===== config.mk =====
export PLATFORM = sky130hd
export DESIGN_NAME = stepper_drive_ctrl
export DESIGN_NICKNAME = d
export VERILOG_FILES = /design/src/rtl/stepper_drive_ctrl.sv
export SDC_FILE = /design/constraint.sdc
export NUM_CORES = 1
export LEC_CHECK = 0
export CAP_MARGIN = 40
export CORE_ASPECT_RATIO = 0.5
export CORE_UTILIZATION = 55
export DETAILED_ROUTE_END_ITERATION = 7
export PLACE_DENSITY_LB_ADDON = 0.12
export SETUP_SLACK_MARGIN = 0.3
export SYNTH_ARGS = -nofsm -noshare
export SYNTH_HDL_FRONTEND = slang
export SYNTH_SLANG_ARGS = --single-unit
export TNS_END_PERCENT = 50

===== constraint.sdc =====
create_clock -name clk -period 4.15 [get_ports clk]
set_input_delay 0.83 -clock clk [delete_from_list [all_inputs] [get_ports clk]]
set_output_delay 0.83 -clock clk [all_outputs]
set_load 0.01 [all_outputs]

===== src/rtl/stepper_drive_ctrl.sv =====
// Stepper coil sequencer: ramps the actual speed level toward a goal one level at a time,
// times phase advances with a per-level period, and decelerates to level 1 before stop/reverse.
module stepper_drive_ctrl #(
   parameter int BASE_DIV   = 1000,
   parameter int RAMP_STEPS = 4,
   parameter bit HALF_STEP  = 1'b0
) (
   input  logic       clk,
   input  logic       resetb,
   input  logic       run_en,
   input  logic       dir,
   input  logic [2:0] target_speed,
   output logic [3:0] coil,
   output logic       step_pulse,
   output logic [2:0] cur_speed,
   output logic       busy,
   output logic       at_speed
);

   localparam int         CW       = $clog2(6*BASE_DIV);
   localparam logic [2:0] IDX_MASK = HALF_STEP ? 3'd7 : 3'd3;
   localparam logic [7:0] RAMP_LST = 8'(RAMP_STEPS-1);

   typedef enum logic [1:0] {IDLE, RUN, STOP, REV} state_t;

   state_t        state, state_n;
   logic [CW-1:0] cnt, cnt_n;
   logic [2:0]    idx, idx_n, lvl_n, goal, tgt;
   logic [7:0]    scnt, scnt_n;
   logic          run_dir, run_dir_n;
   logic          step;

   // Reload value is one less than the period so the step lands exactly one period later.
   function automatic logic [CW-1:0] period_m1(input logic [2:0] lvl);
      int p;
      p = BASE_DIV * (7 - int'(lvl)) - 1;
      return CW'(p);
   endfunction

   function automatic logic [3:0] pattern(input logic [2:0] i);
      logic [3:0] c;
      c = 4'b0000;
      if (HALF_STEP) begin
         case (i)
            3'd0: c = 4'b0001;
            3'd1: c = 4'b0011;
            3'd2: c = 4'b0010;
            3'd3: c = 4'b0110;
            3'd4: c = 4'b0100;
            3'd5: c = 4'b1100;
            3'd6: c = 4'b1000;
            default: c = 4'b1001;
         endcase
      end else begin
         case (i[1:0])
            2'd0: c = 4'b0011;
            2'd1: c = 4'b0110;
            2'd2: c = 4'b1100;
            default: c = 4'b1001;
         endcase
      end
      return c;
   endfunction

   always_comb begin
      tgt       = (target_speed == 3'd0) ? 3'd1 :
                  (target_speed == 3'd7) ? 3'd6 : target_speed;
      goal      = (state == RUN) ? tgt : 3'd1;
      step      = (state != IDLE) && (cnt == '0);
      state_n   = state;
      cnt_n     = cnt;
      idx_n     = idx;
      lvl_n     = cur_speed;
      scnt_n    = scnt;
      run_dir_n = run_dir;

      if (state == IDLE) begin
         if (run_en) begin
            state_n   = RUN;
            lvl_n     = 3'd1;
            run_dir_n = dir;
            cnt_n     = period_m1(3'd1);
            scnt_n    = '0;
         end
      end else begin
         cnt_n = cnt - 1'b1;
         if (step) begin
            idx_n = (run_dir ? idx + 3'd1 : idx - 3'd1) & IDX_MASK;
            if (cur_speed == goal) begin
               scnt_n = '0;
            end else if (scnt == RAMP_LST) begin
               lvl_n  = (cur_speed < goal) ? cur_speed + 3'd1 : cur_speed - 3'd1;
               scnt_n = '0;
            end else begin
               scnt_n = scnt + 8'd1;
            end
            cnt_n = period_m1(lvl_n);
         end

         // A step on this clock resolves under the current state; input changes act next clock.
         case (state)
            RUN: begin
               if (!run_en)             state_n = STOP;
               else if (dir != run_dir) state_n = REV;
            end
            STOP: begin
               if (step && cur_speed == 3'd1) begin
                  state_n = IDLE;
                  lvl_n   = 3'd0;
                  cnt_n   = '0;
                  scnt_n  = '0;
               end else if (run_en) begin
                  state_n = (dir == run_dir) ? RUN : REV;
               end
            end
            REV: begin
               if (step && cur_speed == 3'd1) begin
                  state_n   = RUN;
                  run_dir_n = dir;
               end else if (!run_en) begin
                  state_n = STOP;
               end
            end
            default: state_n = IDLE;
         endcase
      end
   end

   always_ff @(posedge clk or negedge resetb) begin
      if (!resetb) begin
         state      <= IDLE;
         cnt        <= '0;
         idx        <= '0;
         scnt       <= '0;
         run_dir    <= 1'b0;
         coil       <= 4'b0000;
         step_pulse <= 1'b0;
         cur_speed  <= 3'd0;
         busy       <= 1'b0;
         at_speed   <= 1'b0;
      end else begin
         state      <= state_n;
         cnt        <= cnt_n;
         idx        <= idx_n;
         scnt       <= scnt_n;
         run_dir    <= run_dir_n;
         coil       <= (state_n == IDLE) ? 4'b0000 : pattern(idx_n);
         step_pulse <= step;
         cur_speed  <= lvl_n;
         busy       <= (state_n != IDLE);
         at_speed   <= (state_n == RUN) && (lvl_n == tgt);
      end
   end

endmodule


; Word level (Yosys, flattened, before mapping)
; Cells that the tools add are included.
[totals]
input_bits = 7
ff_bits = 36
ram_bits = 0
rom_bits = 0
latchBits = 0
memories = 0
[op_classes]
n_shift = 0
addsub = 8
eq_ne = 14
n_reduce_logical = 13
n_lt_le_gt_ge = 1
bitwise_logic = 0
mux = 44
mul = 1
n_div = 0
[ops]
columns = operator, count
row1 = $mux W13, 5
row2 = $mux W8, 7
row3 = $mux W3, 13
row4 = $mux W2, 12
row5 = $logic_not A13 Y1, 1
row6 = $sub A13 B1 Y13 const B, 1
row7 = $sub A13 B2 Y13 const B, 1
row8 = $pmux W4 S3, 1
row9 = $mul A8 B4 Y10 const A, 1
row10 = $add A8 B1 Y8 const B, 1
row11 = $eq A8 B2 Y1 const B, 1
row12 = $reduce_bool A2 Y1, 4
row13 = $eq A2 B1 Y1 const B, 3
row14 = $eq A2 B2 Y1 const B, 3
row15 = $eq A3 B3 Y1, 2
row16 = $logic_not A2 Y1, 3
row17 = $pmux W2 S3, 1
row18 = $mux W1, 4
row19 = $mux W4, 1
row20 = $sub A3 B3 Y4 const A, 1
row21 = $add A3 B1 Y3 const B, 1
row22 = $eq A3 B1 Y1 const B, 1
row23 = $eq A3 B3 Y1 const B, 1
row24 = $logic_and A1 B1 Y1, 3
row25 = 9 further kinds, 9

; Logic depth before layout (Yosys ltp)
[logic_depth]
ltp_word = 17
mapped_depth = 21
ltp_nobuf = 21

; Least setup slack after synthesis
; Ideal clock, no wire load.
[synth_path]
kind = input -> register
startpoint = in target_speed[1]
endpoint = reg cnt[11]
required_time_ps = 4029
stages = 18
setup_slack_ps = -662
setup_time_ps = 121
arrival_ps = 4691
cell_sequence = clkbuf_1 > maj3_1 > nand2_1 > ha_1 > nand3_1 > nand4_2 > mux2_4 > ha_1 > ha_1 > inv_1 > fa_1 > nand2b_1 > a21oi_1 > xor2_1 > nor4b_1 > xnor2_1 > a21oi_1 > o22a_1
[synth_via]
elab_chain_cells = 17
[synth_lines]
columns = element, line_no
row1 = "start, declared", 12  ; input logic [2:0] target_speed,
row2 = $eq A3 B3 Y1, 67  ; (target_speed == 3'd7) ? 3'd6 : target_speed;
row3 = $mux W3, 67
row4 = $mux W3 (*), 66  ; tgt = (target_speed == 3'd0) ? 3'd1 :
row5 = $mux W3 (*), 68  ; goal = (state == RUN) ? tgt : 3'd1;
row6 = $lt A3 B3 Y1, 92  ; lvl_n = (cur_speed < goal) ? cur_speed + 3'd1 : cur_speed - 3'd1;
row7 = $mux W3, 92
row8 = $mux W3, 91  ; end else if (scnt == RAMP_LST) begin
row9 = $mux W3 (*), 89  ; if (cur_speed == goal) begin
row10 = $mux W3 (*), 87  ; if (step) begin
row11 = $mux W3 (*), 77  ; if (state == IDLE) begin
row12 = $sub A3 B3 Y4 (*), 36  ; p = BASE_DIV * (7 - int'(lvl)) - 1;
row13 = $mul A8 B4 Y10 (*), 36
row14 = $sub A13 B2 Y13 (*), 36
row15 = $mux W13 (*), 87
row16 = $mux W13, 107  ; if (step && cur_speed == 3'd1) begin
row17 = $mux W13 (*), 101  ; case (state)
row18 = $mux W13 (*), 77
row19 = "end signal, assigned", 143  ; cnt <= cnt_n;
row20 = "end, declared", 27  ; logic [CW-1:0] cnt, cnt_n;
; Every way passes the cells marked *; elsewhere a longest branch is shown, timed or not. The select of a mux whose other input is x is not followed.
; A chain may end at the register's enable or synchronous reset.

; Worst setup path in the final report
; Ends and elaborated chain as after synthesis.

==> results.ini <==
[timing]
finalSetupViolCount = 1
timing_hold_violations_final = 0
min_period_over_period_pct = 100
fmax_mhz = 240
worst_pin_slew_ns = 0.747
slew_violations = 0
hold_ws_ns = 0.505
relSlewSlack_pct = 49.5
fin_crit_ns = 4.16
rsz0062_at_grt = true
fin_ws_ns = -0.0110
finalClockSkew_ns = 0.00438

[final_layout]
finish.utilization_pct = 75.1
fill_cells = 363
antenna_cells = 0
drive_above_1_share_pct = 27.7
synthToLayoutAreaGrowth_pct = 28.7
layoutNonFillerInstCount = 460
final_area_um2 = 3790
nNetsFinal = 428

[place]
placed_cells = 443
portBuffers = 16
postPlaceCellArea_um2 = 3510
gp_congestion = 0.926
hpwl_um = 5590

[clock_tree]
numCtsBuffers = 5
cts.sinks = 36
htreeDepth = 2
clk_latency_ns = 0.30
cts.clk_slew.worst_paths_ns = 0.08
cts_root_buf = clkbuf_8
clockBufferDepth = 2
cts_tree = done

[critical_path]
reg2reg_slack_ns = 0.06
crit_path_max_incr_delay_ns = 0.37
worstPathCellList = buf_4, maj3_2, nand2_2, ha_4, o21ai_4, buf_4, xor2_1, mux2_4, ha_4, ha_4, inv_2, fa_2, xnor2_2, nor3b_2, o21ai_2, nor4b_2, xnor2_1, a21oi_1, o22a_1
reg2reg_depth = 20
cp_max_fo = 5
r2r_end = cnt[11]$_DFFE_PN0P_
worstPathArrival_ns = 4.35
cpMostUsedCell = ha_4
endpoint = cnt[11]$_DFFE_PN0P_
cp-end-kind = register
startpoint = target_speed[1]
setup.worst_path.start_class = input pin
critPathSlowestCell = fa_2
cp_data_required_time_ns = 4.34
r2r_start = state[1]$_DFF_PN0_
worstSetupPathType = in -> reg

[synth]
synth_area_um2 = 2940
synth.distinct_cells = 65
synth_nets = 376
synthArstFlopShare_pct = 100
synth_top_cell_by_area = dfrtp_1
synthFlopType = dfrtp_1
synth_top_area_share_pct = 30.6
synth_cells = 337
ys_warn_count = 0
ys_ff_latch = 36
yosys-top-cells-area = dfrtp_1 (31%), ha_1 (13%), o21ai_0 (4.8%)
ys_seq_area_share_pct = 30.6
synth_edf_count = 0
syn_area_per_cell_um2 = 8.73

[hold_path]
holdCritPathClass = reg -> reg

[die]
die_h_um = 53.7
dieArea_um2 = 5670
start_util_pct = 58.3
die_w_um = 105
num_rows = 18
io_pins = 17
core-area_um2 = 5040

[grt]
grt_pass1_wl_um = 12400
grt_max_degree = 37
grt_pass1_vias = 2591
track_usage_pct = 28.7
grt_antenna_before_repair = 0
overflow = 0

[drt]
vias = 2832
detail-route-antenna-nets = 0
wl_per_cell_um = 17.2
drtPass1Iterations = 5
drcViolationCount = 0
drt-initial-drc-count = 227
totalWireLength_um = 7920
avgViaCountPerCell = 6.16

[outcome]
violations = setup timing
status = complete, but fails checks

[power]
p_leak_nw = 1.54
p_total_mw = 1.46
power_density_nw_per_um2 = 385
peakVddDrop_v = 0.000220

[job]
maxCapViolations = 0

-- logic make-up (layout without fill, tap and decap cells) --
| logic type | Yosys count | count (layout) | share of synthesized area [%] |
|---|---|---|---|
| AND/OR/NAND/NOR | 116 | 116 | 21.9 |
| flip-flops | 36 | 36 | 30.6 |
| XOR/XNOR | 21 | 21 | 6.25 |
| adder cells (fa/ha/maj) | 33 | 33 | 14.2 |
| AO/OA/AOI/OAI | 94 | 94 | 21.0 |
| buffers and inverters | 34 | 87 | 4.76 |
| multiplexers | 3 | 3 | 1.23 |
-- sequential cells by signal (all words and copies together), names as in the netlist --
register / flops
coil: 4
step_pulse: 1
at_speed: 1
cnt: 13
run_dir: 1
scnt: 8
busy: 1
state: 2
cur_speed: 3
idx: 2
-- worst min-delay path by stage --
| stage | from | endpoint | cells past startpoint |
|---|---|---|---|
| floorplan | scnt[7]$_DFFE_PN0P_ | scnt[7]$_DFFE_PN0P_ | 1 |
| global placement | scnt[7]$_DFFE_PN0P_ | scnt[7]$_DFFE_PN0P_ | 1 |
| detailed placement | scnt[7]$_DFFE_PN0P_ | scnt[7]$_DFFE_PN0P_ | 1 |
| CTS | scnt[7]$_DFFE_PN0P_ | scnt[7]$_DFFE_PN0P_ | 1 |
| global route | scnt[7]$_DFFE_PN0P_ | scnt[7]$_DFFE_PN0P_ | 1 |
| finish | scnt[7]$_DFFE_PN0P_ | scnt[7]$_DFFE_PN0P_ | 1 |
-- through the flow --
step                      setup WS (ns)  setup TNS, ns
after floorplan                  -0.183         -0.293
after detailed placement         -0.815          -2.21
after CTS                        0.0261              0
after global routing             -0.193         -0.296
after global placement           -0.716          -1.77
final                           -0.0110        -0.0110
-- timing repair --
item	CTS	global route
hold buffers	0	0
pin swaps	14	20
setup endpoints to repair	4	3
resized for setup	24	21
setup buffers	6	3
-- synthesized netlist by cell type, drive strengths merged (5+ instances only) --
cell type   n
inv        21
o211ai      5
a21oi      20
nand3       8
clkbuf      8
nor3       10
o21ai      29
nor4        6
xnor2      14
nand2      32
ha         31
xor2        7
nor2       30
dfrtp      36
-- critical path: cells and delay by family --
family	cells	cell delay (ns)
compound gates	4	0.45
fa+ha+maj	5	1.35
buf+inv	3	0.29
xor+xnor	3	0.49
simple gates	3	0.60
mux	1	0.33
-- where the power goes --
group          switching, mW  total, mW  internal [mW]  leakage (nW)
Clock                  0.140      0.257          0.117        0.0479
Combinational          0.404      0.724          0.320          1.05
Sequential            0.0659      0.477          0.411         0.440
Total                  0.610       1.46          0.848          1.54
-- cells in the final DEF (no fill, tap or decap), drive strengths merged, types with 5 or more instances in the layout --
master         netlist  routed
xor2                 7       7
clkdlybuf4s50        0      13
nand3                8       8
nor2                30      30
clkbuf               8       5
dfrtp               36      36
o21ai               29      29
inv                 21      21
ha                  31      31
nand2               32      32
xnor2               14      14
a21oi               20      20
o211ai               5       5
nor3                10      10
nor4                 6       6
buf                  4      44
-- layout make-up --
cell class / instances / area, µm² / share of cell area (%)
Clock buffer: 5 / 68.8 / 1.82
Timing Repair Buffer: 57 / 472 / 12.5
Sequential cell: 36 / 901 / 23.8
Inverter: 22 / 83.8 / 2.21
Tap cell: 70 / 87.6 / 2.31
Clock inverter: 3 / 18.8 / 0.496
Multi-Input combinational cell: 267 / 2160 / 56.9
-- layer usage --
layer / track usage (%) / wire length [µm] / share of wire (%) / up-vias
met2: 47.4 / 3630 / 46 / 133
met3: 6.42 / 594 / 7.5 / 20
met5: 0 / 0 / 0 / -
met1: 38.0 / 3530 / 45 / 1356
li1: - / - / - / 1323
met4: 10.1 / 166 / 2.1 / 0
(Power assumes the default switching activity.)
